[src/rtl/sc_backg_lane_datapath.sv]
// Background lane datapath for the Frogger lane FSM. It holds a rotating lane pattern and a snapshot register,
// and it runs the lane-speed timer whose active-low tick T0 tells the FSM when to shift.
module sc_backg_lane_datapath #(
  parameter int                   DATAWIDTH    = 8,
  parameter int                   COUNT_WIDTH  = 23,
  parameter int                   COUNT_LIMIT  = 2500000,
  parameter logic [DATAWIDTH-1:0] INIT_PATTERN = 8'b11000011
) (
  input  logic                 SC_STATEMACHINEBACKG_CLOCK_50,
  input  logic                 SC_STATEMACHINEBACKG_RESET_InHigh,
  input  logic                 clear_InLow,
  input  logic                 load_InLow,
  input  logic [1:0]           shiftselection_In,
  input  logic                 upcount_InLow,
  input  logic                 loadLastRegister_InLow,
  input  logic [DATAWIDTH-1:0] data_In,
  output logic [DATAWIDTH-1:0] lane_Out,
  output logic [DATAWIDTH-1:0] lastRegister_Out,
  output logic                 T0_OutLow
);

  localparam logic [COUNT_WIDTH-1:0] CNT_LAST = COUNT_WIDTH'(COUNT_LIMIT - 1);
  localparam logic [COUNT_WIDTH-1:0] CNT_ONE  = COUNT_WIDTH'(1);

  typedef enum logic {
    T0_PENDING = 1'b0,
    T0_IDLE    = 1'b1
  } t0_state_e;

  logic [DATAWIDTH-1:0]   lane_q, lane_d;
  logic [DATAWIDTH-1:0]   last_q, last_d;
  logic [COUNT_WIDTH-1:0] cnt_q, cnt_d;
  t0_state_e              t0_q, t0_d;
  logic                   terminal;
  logic                   shift_done;

  // A shift only counts as consuming the tick when clear and load have not overridden it.
  assign shift_done = clear_InLow && load_InLow &&
                      ((shiftselection_In == 2'b10) || (shiftselection_In == 2'b01));
  assign terminal   = clear_InLow && !upcount_InLow && (cnt_q == CNT_LAST);

  always_comb begin
    lane_d = lane_q;
    if (!clear_InLow) begin
      lane_d = INIT_PATTERN;
    end else if (!load_InLow) begin
      lane_d = data_In;
    end else begin
      case (shiftselection_In)
        2'b10:   lane_d = {lane_q[DATAWIDTH-2:0], lane_q[DATAWIDTH-1]};
        2'b01:   lane_d = {lane_q[0], lane_q[DATAWIDTH-1:1]};
        default: lane_d = lane_q;
      endcase
    end
  end

  always_comb begin
    last_d = last_q;
    if (!clear_InLow) begin
      last_d = '0;
    end else if (!loadLastRegister_InLow) begin
      last_d = lane_q;
    end
  end

  always_comb begin
    cnt_d = cnt_q;
    if (!clear_InLow) begin
      cnt_d = '0;
    end else if (!upcount_InLow) begin
      cnt_d = terminal ? '0 : cnt_q + CNT_ONE;
    end
  end

  // A new tick outranks a shift that would consume the previous one on the same edge.
  always_comb begin
    t0_d = t0_q;
    if (!clear_InLow) begin
      t0_d = T0_IDLE;
    end else if (terminal) begin
      t0_d = T0_PENDING;
    end else if ((t0_q == T0_PENDING) && shift_done) begin
      t0_d = T0_IDLE;
    end
  end

  always_ff @(posedge SC_STATEMACHINEBACKG_CLOCK_50 or posedge SC_STATEMACHINEBACKG_RESET_InHigh) begin
    if (SC_STATEMACHINEBACKG_RESET_InHigh) begin
      lane_q <= INIT_PATTERN;
      last_q <= '0;
      cnt_q  <= '0;
      t0_q   <= T0_IDLE;
    end else begin
      lane_q <= lane_d;
      last_q <= last_d;
      cnt_q  <= cnt_d;
      t0_q   <= t0_d;
    end
  end

  assign lane_Out         = lane_q;
  assign lastRegister_Out = last_q;
  assign T0_OutLow        = t0_q;

endmodule
[config.mk]
export PLATFORM = sky130hd
export DESIGN_NAME = sc_backg_lane_datapath
export DESIGN_NICKNAME = d
export VERILOG_FILES = /design/src/rtl/sc_backg_lane_datapath.sv
export SDC_FILE = /design/constraint.sdc
export NUM_CORES = 1
export LEC_CHECK = 0
export ABC_CLOCK_PERIOD_IN_PS = 2350
export CAP_MARGIN = 20
export CORE_MARGIN = 2
export CORE_UTILIZATION = 45
export DETAILED_ROUTE_END_ITERATION = 10
export DONT_BUFFER_PORTS = 1
export PLACE_DENSITY = 0.71
export SYNTH_ARGS = -nofsm -noshare
export SYNTH_HDL_FRONTEND = slang
export SYNTH_SLANG_ARGS = --single-unit
[constraint.sdc]
create_clock -name SC_STATEMACHINEBACKG_CLOCK_50 -period 2.35 [get_ports SC_STATEMACHINEBACKG_CLOCK_50]
set_input_delay 0.705 -clock SC_STATEMACHINEBACKG_CLOCK_50 [delete_from_list [all_inputs] [get_ports SC_STATEMACHINEBACKG_CLOCK_50]]
set_output_delay 0.705 -clock SC_STATEMACHINEBACKG_CLOCK_50 [all_outputs]
set_load 0.02 [all_outputs]
# [Yosys cells after proc, flatten, opt, wreduce, memory -nomap -nowiden]
# Index checks and enable logic that the tools add are counted.
# Widths: inputs -> output; s select.
[word_totals] wordCells=31 output_inout_bits=17 reg_bits=40 inputBits=16
[classes] eq_ne=7 muxes=11 addsub=1 bitwise_logic=1 reduce_logical=7
[ops] operator="$mux 23" count=3
[ops] operator="$mux 8" count=4
[ops] operator="$add 23x1->23 const B" count=1
[ops] operator="$eq 23x22->1 const B" count=1
[ops] operator="$pmux 8 s2" count=1
[ops] operator="$logic_and 1x1->1" count=5
[ops] operator="$ne 2x2->1 const B" count=2
[ops] operator="$ne 4x2->1 const B" count=1
[ops] operator="$mux 1" count=3
[ops] operator="$ne 3x1->1 const B" count=1
[ops] operator="$eq 2x1->1 const B" count=1
[ops] operator="$eq 2x2->1 const B" count=1
[ops] operator="$logic_not 1->1" count=1
[ops] operator="$logic_or 1x1->1" count=1
[ops] operator="$not 1->1" count=1

# [Depth between registers and ports, before layout]
# Gate-level depths: netlist (run 1).
[depth] depth_word=7 mapped_depth=8 mapped_depth_nobuf=6

# [Worst setup path after synthesis (run 1)]
# OpenSTA, ideal clock, no wires.
[synth_path] kind="in2reg" from="in shiftselection_In[1]" to="reg lane_q[2], in the netlist lane_Out[2]" n_path_buf=2 stages=7 t_arrival_ns=1.755 setup_ns=0.132 required_ns=2.218 setup_slack_ns=0.463 path_cell_list="inv_1 -> ha_1 -> clkbuf_1 -> clkbuf_1 -> o21ai_0 -> mux2i_1 -> nor2_1"
[synth_via] elab_chain_len=4 elab_cells_between_ends=6 cone_classes="eq/ne (3); mux (3)"
[synth_rtl] element="start, declared" line="13" source="input logic [1:0] shiftselection_In,"
[synth_rtl] element="$eq 2x1->1 or $eq 2x2->1 (tied branches)" line="49" source="case (shiftselection_In)"
[synth_rtl] element="$pmux 8 s2" line="49"
[synth_rtl] element="$mux 8" line="46" source="end else if (!load_InLow) begin"
[synth_rtl] element="$mux 8" line="44" source="if (!clear_InLow) begin"
[synth_rtl] element="end signal, assigned" line="94" source="lane_q <= lane_d;"
[synth_rtl] element="end, declared" line="30" source="logic [DATAWIDTH-1:0] lane_q, lane_d;"
# Several ways; a longest one is shown, not always the timed one.
# A chain may end at the register's enable or synchronous reset.

# [Worst setup path after layout (run 1)]
[layout_path] from="reg cnt_q[0]" to="reg cnt_q[22]"
[layout_via] elab_chain_len=5 elab_cells_between_ends=6 cone_classes="add/sub (1); eq/ne (1); mux (3); reduce/logical (1)"
[layout_rtl] element="start, declared" line="32" source="logic [COUNT_WIDTH-1:0] cnt_q, cnt_d;"
[layout_rtl] element="start signal, assigned" line="96" source="cnt_q <= cnt_d;"
[layout_rtl] element="branches (longest 2 deep; another with $add 23x1->23)"
[layout_rtl] element="$mux 23 *" line="71" source="cnt_d = terminal ? '0 : cnt_q + CNT_ONE;"
[layout_rtl] element="$mux 23 *" line="70" source="end else if (!upcount_InLow) begin"
[layout_rtl] element="$mux 23 *" line="68" source="if (!clear_InLow) begin"
# Every way passes the cells marked *. The select of a mux whose other input is x is not followed.

==> results of run 1 <==
sequential cells by signal, summed over array words and instances (netlist names):
register,count
cnt_q,23
lane_Out,8
lastRegister_Out,8
T0_OutLow,1
area by class of cell:
class | count | area share, %
multi-input combinational | 185 | 49.4
sequential | 40 | 41.6
tap | 67 | 3.46
clock buffer | 6 | 3.41
inverter | 6 | 0.930
clock inverter | 2 | 0.620
timing repair buffer | 2 | 0.620
kinds of logic after synthesis:
kind of cell	Yosys count
fa+ha+maj	2
buf+inv	20
xor+xnor	6
flops	40
compound gates	46
mux	21
simple gates	110
metrics by stage:
stage                     util, %  setup slack [ps]  cell area, sq um  hold WS [ps]  instances
final                        50.3               300              2420           406        308
after global routing         50.3               147              2420           423        308
after CTS                    50.3               322              2420           430        308
after detailed placement     48.3               330              2320           526        300
after global placement       48.3               370              2320           530        300
after floorplan                 -               463              2290           479        245
routing by layer:
metal | vias to the layer above | track usage, %
met5 | - | 0
met4 | 0 | 6.24
met3 | 8 | 4.10
met2 | 54 | 29.9
met1 | 886 | 25.8
li1 | 886 | -
power groups by stage:
stage | Sequential, uW | Combinational (uW) | Clock (uW)
final | 763 | 103 | 501
after global placement | 775 | 102 | 0
after floorplan | 768 | 99.8 | 0
after global routing | 767 | 120 | 540
after detailed placement | 776 | 104 | 0
after CTS | 763 | 104 | 509
cell usage after synthesis, types with 2 or more instances:
master    number  area [sq um]
dfrtp_1       35           876
nand2_1       28           105
nor2_1        23          86.3
mux2i_1       21           210
o21ai_0       15          75.1
nand3_1       12          60.1
a21oi_1       11          55.1
clkbuf_1      11          41.3
nand4_1        7          43.8
inv_1          6          22.5
or3_1          6          37.5
dfstp_2        5           131
o22ai_1        5          31.3
a31oi_1        4          25.0
nor4_1         4          25.0
o211ai_1       4          30.0
xnor2_1        4          35.0
and3_1         3          18.8
and4_1         3          26.3
nor3_1         3          15.0
or4_1          3          22.5
ha_1           2          25.0
nand2b_1       2          12.5
nand3_2        2          20.0
o32ai_1        2          17.5
xor2_1         2          17.5
path summary, 6_finish.rpt:
path	startpoint	to	slack [ps]	cells after the start
setup / recovery	cnt_q[0]$_DFFE_PP0P_	cnt_q[22]$_DFFE_PP0P_	300	6
hold / removal	SC_STATEMACHINEBACKG_RESET_InHigh	cnt_q[1]$_DFFE_PP0P_	410	2
setup reg to reg	cnt_q[0]$_DFFE_PP0P_	cnt_q[22]$_DFFE_PP0P_	300	6
hold reg to reg	cnt_q[19]$_DFFE_PP0P_	cnt_q[19]$_DFFE_PP0P_	560	1
max in group asynchronous	SC_STATEMACHINEBACKG_RESET_InHigh	lane_Out[6]$_DFFE_PP1P_	1580	2
min in group SC_STATEMACHINEBACKG_CLOCK_50	clear_InLow	lane_Out[0]$_DFFE_PP1P_	440	1
==> reports/qor.yml, run 1 <==
n_antenna_cell: 0
ys_types: 48
antenna_found_initial: 0
syn-num-nets: 263
drive_gt1_share_pct: 11.2
ios: 33
fp-row-count: 25
cts.path.max_buffers: 2
dieWidth_um: 75.3
fin_nets: 258
fin_setup_tns_ps: 0
cts_buffers: 5
p_leak_uw: 0.00100
place_congestion: 0.874
die_area_sq_mm: 0.00567
hold_viol_final: 0
netlist_area_sq_mm: 0.00229
synth_xor_xnor_area_share_pct: 2.30
syn_to_final_growth_pct: 5.85
crit_path_end_kind: "flip-flop"
ant_nets: 0
muxShareOfSynthArea_pct: 9.19
max_stage_delay_ps: 520
met3_length_um: 326
crit_type: "flip-flop to flip-flop"
fmax_mhz: 488
crit_path_cell_trace: "ha_1, and4_1, nand3_4, or4_1, a21oi_1, o21ai_0"
vias: 1834
worst-endpoint-required_ps: 2530
yosysSeqAreaShare_pct: 44.0
cts_tree: "yes"
drt-pass1-iter-count: 4
track_usage_pct: 18.8
layout_common_cells: "35 x dfrtp_1, 28 x nand2_1, 23 x nor2_1"
yosys_warnings: 0
relSlewSlack_pct: 66.9
peakVddDrop_v: 0.000228
maxSlewViolCount: 0
synthAdderAreaFrac_pct: 1.09
critical-path-slowest-cell: "or4_1"
pwr-share-comb_pct: 7.5
port_buffers: 0
overflow: 0
clock_latency_ps: 300
rsz0062_at_grt: "no"
met2_length_mm: 2.25
wl_met1_mm: 2.33
cts_hold_buffers: 0
cts_setup_buffers: 0
ys_ff_latch: 40
avgSynthCellArea_sq_um: 9.34
cp_top_family: "simple AND/OR/NAND/NOR gates"
drt-vias-per-instance: 5.95
synthArstFlopShare_pct: 100
synth_ff_type: "dfrtp_1"
drt_iter0_markers: 125
grt_pass1_wl_mm: 8.19
start_util_pct: 47.5
hpwlAfterDp_mm: 3.35
status: "completed"
critPathMaxFanout: 9
fill_cells: 470
clock_sinks: 40
cts-root-buf: "clkbuf_8"
synth_edf_count: 0
finalPower_uw: 1370
final_common_cell: "dfrtp_1"
synth-simple-area-share_pct: 27.5
min_period_ps: 2050
multi_input_area_sq_mm: 0.00120
p_sw_share_pct: 27.3
power.density_mw_per_mm2: 564
seq_area_sq_mm: 0.00101
grt_pass1_vias: 1761
die-height_um: 75.3
period_share_pct: 87.2
topRoutingLayerUsed: "met4"
clk_pin_slew_worst_paths_ps: 90
p_seq_share_pct: 55.8
pwr-share-clk_pct: 36.7
wl_per_cell_um: 16.1
max_cap_violations: 0
fin_skew_ps: 5.40
synth_top_family_by_area: "simple AND/OR/NAND/NOR gates"
cts.repair.resized: 0
worstPathArrival_ps: 2230
netSwitchingPower_uw: 373
worstMarginPinSlew_ps: 496
synthCells: 245
min_path_type: "input pin to async pin"
wl_mm: 4.96
p_int_uw: 993
core-area_sq_mm: 0.00482
finalSetupViolCount: 0
grt_max_degree: 41
crit_buf_inv: 0
synth_compound_area_share_pct: 12.2
cts-htree-levels: 2
drc: 0
start_kind: "flip-flop"
(Power assumes the default switching activity.)
==> run 2: changes to the inputs <==
- ABC_CLOCK_PERIOD_IN_PS: 2350 -> 1910
- CORE_ASPECT_RATIO: not set -> 0.9
- clock period: 2.35 -> 1.91 ns (I/O delays scaled with it)
==> run 2 against run 1 <==
Flip-flop and latch count unchanged. Die area about the same. Highest routed layer unchanged. Critical path type unchanged. Critical endpoint is now cnt_q[21]$_DFFE_PP0P_. Cell count up 3.9%.
==> reports/qor.yml, run 2 (same netlist as run 1, synthesis figures left out) <==
critPathMaxFanout: 7
p_leak_uw: 0.00109
cts_tree: "yes"
hold_viol_final: 0
wl_per_cell_um: 17.0
overflow: 0
drt-pass1-iter-count: 4
dpl_cell_area_sq_mm: 0.00243
core-area_sq_mm: 0.00486
worstMarginPinSlew_ps: 511
status: "completed"
finalSetupViolCount: 0
p_int_uw: 1330
fp-row-count: 24
grt_pass1_vias: 1776
netSwitchingPower_uw: 470
clk_pin_slew_worst_paths_ps: 100
cts_buffers: 5
wl_mm: 5.45
rsz0062_at_grt: "yes"
p_seq_share_pct: 52.3
grt_pass1_wl_mm: 8.89
crit_path_end_kind: "flip-flop"
fmax_mhz: 535
cts_hold_buffers: 0
start_util_pct: 47.0
start_kind: "flip-flop"
drt-vias-per-instance: 6.08
pwr-share-comb_pct: 7.4
grt_max_degree: 41
crit_type: "flip-flop to flip-flop"
cts-root-buf: "clkbuf_8"
cts.path.max_buffers: 2
min_period_ps: 1870
hold_slack_ps: 270
worstPathArrival_ps: 2060
drc: 0
fin_skew_ps: 20.5
relSlewSlack_pct: 65.9
place_congestion: 0.870
cts_setup_buffers: 0
worst-endpoint-required_ps: 2100
cts-htree-levels: 2
period_share_pct: 97.9
max_cap_violations: 0
port_buffers: 0
vias: 1944
drive_gt1_share_pct: 18.0
dieWidth_um: 79.2
p_sw_share_pct: 26.2
max_stage_delay_ps: 530
die-height_um: 71.7
min_path_type: "input pin to async pin"
ant_nets: 0
peakVddDrop_v: 0.000507
n_antenna_cell: 0
antenna_found_initial: 0
clock_latency_ps: 310
clock_sinks: 40
die_area_sq_mm: 0.00567
final_common_cell: "dfrtp_1"
power.density_mw_per_mm2: 693
maxSlewViolCount: 0
ios: 33
regMostFlops: "cnt_q"
critical-path-slowest-cell: "or4_4"
syn_to_final_growth_pct: 13.2
layout_common_cells: "35 x dfrtp_1, 28 x nand2_1, 22 x nor2_1"
hpwlAfterDp_mm: 3.76
reg2reg_slack_ps: 40
drt_iter0_markers: 154
fin_nets: 272
largest_reg_flops: 23
pwr-share-clk_pct: 40.4
stdcell_area_sq_mm: 0.00259
crit_path_cell_trace: "or4_4, nor4_4, nand3_2, a211o_1, o211a_1"
track_usage_pct: 20.0
## run 2: through the flow
step | setup slack [ps] | cells | utilization (%) | power (uW) | setup TNS [ps]
after global placement | 60.7 | 312 | 49.9 | 1080 | 0
after detailed placement | 56.3 | 312 | 49.9 | 1090 | 0
after CTS | 19.9 | 320 | 52.3 | 1810 | 0
after floorplan | 118 | 245 | - | 1070 | 0
after global routing | -21.6 | 320 | 53.3 | 1860 | -66.7
final | 40.3 | 320 | 53.3 | 1800 | 0
## run 2: final timing paths
path	start	end	cells past startpoint
setup / recovery	cnt_q[6]$_DFFE_PP0P_	cnt_q[21]$_DFFE_PP0P_	5
hold / removal	SC_STATEMACHINEBACKG_RESET_InHigh	lastRegister_Out[7]$_DFFE_PP0P_	2
setup reg to reg	cnt_q[6]$_DFFE_PP0P_	cnt_q[21]$_DFFE_PP0P_	5
hold reg to reg	cnt_q[21]$_DFFE_PP0P_	cnt_q[21]$_DFFE_PP0P_	1
max in group asynchronous	SC_STATEMACHINEBACKG_RESET_InHigh	lane_Out[6]$_DFFE_PP1P_	2
min in group SC_STATEMACHINEBACKG_CLOCK_50	clear_InLow	lane_Out[0]$_DFFE_PP1P_	1
## run 2: power groups by stage
stage,Sequential [uW],Combinational [uW],Clock [uW]
final,939,133,725
after CTS,939,134,734
after global routing,943,151,768
after global placement,954,130,0
after detailed placement,956,133,0
after floorplan,945,123,0
## run 2: routing by layer
metal | GRT usage (%) | routed length (um) | part of all wire (%) | up-vias
li1 | - | - | - | 913
met1 | 29.3 | 2600 | 48 | 947
met2 | 28.1 | 2420 | 44 | 72
met3 | 5.42 | 326 | 6.0 | 12
met4 | 8.05 | 106 | 1.9 | 0
met5 | 0 | 0 | 0 | -
## run 2: cell type report
| class | count | area, sq um |
|---|---|---|
| clock buffer | 5 | 68.8 |
| multi-input combinational | 185 | 1240 |
| sequential | 40 | 1010 |
| clock inverter | 3 | 46.3 |
| inverter | 6 | 22.5 |
| fill | 465 | 2270 |
| tap | 65 | 81.3 |
| timing repair buffer | 16 | 120 |
## run 2: what timing repair did
action / 4_1_cts / 5_1_grt
resized for setup: 0 / 10
endpoints found under the hold margin: 0 / 0
endpoints found under the setup margin: 0 / 13
## run 2: worst max-delay path, delay by kind of cell (launching register included)
kind	cells	cell delay, ps
AOI/OAI and AO/OA	2	420
DFF	1	420
and+or+nand+nor	3	910
==> run 3: changes to the inputs <==
- ABC_CLOCK_PERIOD_IN_PS: 1910 -> 1740
- HOLD_SLACK_MARGIN: not set -> 0.03
- PLACE_DENSITY: 0.71 -> not set
- clock period: 1.91 -> 1.74 ns (I/O delays scaled with it)
==> run 3 against run 2 <==
The flow now finishes with violations (negative setup slack). Maximum frequency up 2.2%. Die area unchanged. Critical endpoint is now cnt_q[10]$_DFFE_PP0P_. Non-clock buffer count rose by 25. Sequential share of layout area decreased by 3.3 points. Highest routed layer unchanged. Clock skew down 16 ps. Clock power increased by 5.9%. Combinational power up 19%. Hold slack got worse by 110 ps. Utilization up 5.0 points. Cell count grew 7.8%.
==> reports/qor.yml, run 3 (same netlist as run 1, synthesis figures left out) <==
status: "complete, but fails checks"
violations: "negative setup slack"
cts.path.max_buffers: 2
port_buffers: 0
start_util_pct: 47.0
die_area_sq_mm: 0.00567
hpwlAfterDp_mm: 4.00
fp-row-count: 24
track_usage_pct: 21.7
rsz0062_at_grt: "yes"
dpl_cell_area_sq_mm: 0.00261
n_antenna_cell: 0
critPathMaxFanout: 5
worstPathArrival_ps: 2010
drt-vias-per-instance: 5.57
fin_ws_ps: -90.2
power.density_mw_per_mm2: 690
layout_common_cells: "40 x buf_4, 35 x dfrtp_1, 27 x nand2_1"
dieWidth_um: 79.2
crit_path_end_kind: "flip-flop"
maxSlewViolCount: 0
relSlewSlack_pct: 69.6
utilization_pct: 58.3
worstMarginPinSlew_ps: 456
fin_skew_ps: 4.72
finalPower_uw: 1960
antenna_found_initial: 0
pwr-share-comb_pct: 8.1
min_path_type: "input pin to async pin"
syn_to_final_growth_pct: 23.9
wl_per_cell_um: 16.6
drt_iter0_markers: 193
drc: 0
grt_max_degree: 41
stdcell_area_sq_mm: 0.00284
ant_nets: 0
overflow: 0
p_leak_uw: 0.00122
p_sw_share_pct: 25.5
drive_gt1_share_pct: 30.0
post-place-ws_ps: -94.4
cts_buffers: 5
core-area_sq_mm: 0.00486
ios: 33
grt_pass1_vias: 1967
wl_mm: 5.74
regMostFlops: "cnt_q"
finalSetupViolCount: 14
cts_tree: "yes"
worst-endpoint-required_ps: 1920
clk_pin_slew_worst_paths_ps: 80
start_kind: "flip-flop"
max_cap_violations: 0
pwr-share-clk_pct: 39.2
largest_reg_flops: 23
drt-pass1-iter-count: 4
vias: 1920
min_period_ps: 1830
clock_sinks: 40
place_congestion: 0.797
p_seq_share_pct: 52.7
p_int_uw: 1460
cts-htree-levels: 2
period_share_pct: 105
netSwitchingPower_uw: 499
clock_latency_ps: 300
peakVddDrop_v: 0.000462
die-height_um: 71.7
hold_viol_final: 0
fin_nets: 297
crit_type: "flip-flop to flip-flop"
final_common_cell: "buf_4"
cts-root-buf: "clkbuf_8"
fmax_mhz: 546
grt_pass1_wl_mm: 9.57
-- run 3: cell types whose count changed in the layout (fill, tap and decap cells not counted), moves of 4 or more --
cell and change:
buf_4 +24, a21oi_1 -8, a21oi_2 +8, nand3_1 -4, nand3_2 +4
-- run 3: cell type report --
type	instances	area [sq um]
multi-input cells	185	1300
well taps	65	81.3
clock inverters	2	35.0
repair buffers	41	320
inverters	6	22.5
flip-flops and latches	40	1010
clock buffers	6	72.6
fillers	446	2030
-- run 3: critical path, stage by stage, from the launching register on --
cell and delay [ps]:
dfrtp_1 390, or4_4 560, nor4_4 180, nand3_2 170
buf_4 180, a21oi_1 140, o22ai_1 100
-- run 3: through the flow --
stage          hold WS [ps]  std cells  TNS (ps)
2_1_floorplan           479        245     -63.6
4_1_cts                 167        345      -602
3_5_place_dp            493        334      -973
5_1_grt                 186        345     -2280
3_3_place_gp            494        334      -757
6_report                158        345      -798
-- run 3: timing repair --
action	CTS	global route
buffers inserted	3	0
pin swaps	6	7
hold buffers	0	0
setup endpoints to repair	17	18
gates resized for setup	19	6
endpoints found under the hold margin	0	0
-- run 3: final timing paths --
path / startpoint / to / slack (ps) / cells after the start
max: cnt_q[12]$_DFFE_PP0P_ / cnt_q[10]$_DFFE_PP0P_ / -90 / 6
min: SC_STATEMACHINEBACKG_RESET_InHigh / lastRegister_Out[0]$_DFFE_PP0P_ / 160 / 2
max reg2reg: cnt_q[12]$_DFFE_PP0P_ / cnt_q[10]$_DFFE_PP0P_ / -90 / 6
min reg2reg: cnt_q[21]$_DFFE_PP0P_ / cnt_q[21]$_DFFE_PP0P_ / 560 / 1
max in group asynchronous: SC_STATEMACHINEBACKG_RESET_InHigh / lane_Out[6]$_DFFE_PP1P_ / 1320 / 2
min in group SC_STATEMACHINEBACKG_CLOCK_50: clear_InLow / lane_Out[7]$_DFFE_PP1P_ / 260 / 1
-- run 3: power by group through the flow --
stage | registers (uW) | clock network (uW) | logic (uW)
2_1_floorplan | 1040 | 0 | 135
3_5_place_dp | 1050 | 0 | 153
3_3_place_gp | 1050 | 0 | 150
5_1_grt | 1040 | 816 | 183
4_1_cts | 1030 | 787 | 159
6_report | 1030 | 768 | 158
-- run 3: metal layers --
metal | up-vias | routed length (um) | GRT usage (%)
met3 | 5 | 198 | 4.16
met2 | 36 | 2650 | 33.8
met5 | - | 0 | 0
met4 | 0 | 43 | 5.56
li1 | 966 | - | -
met1 | 913 | 2850 | 31.5
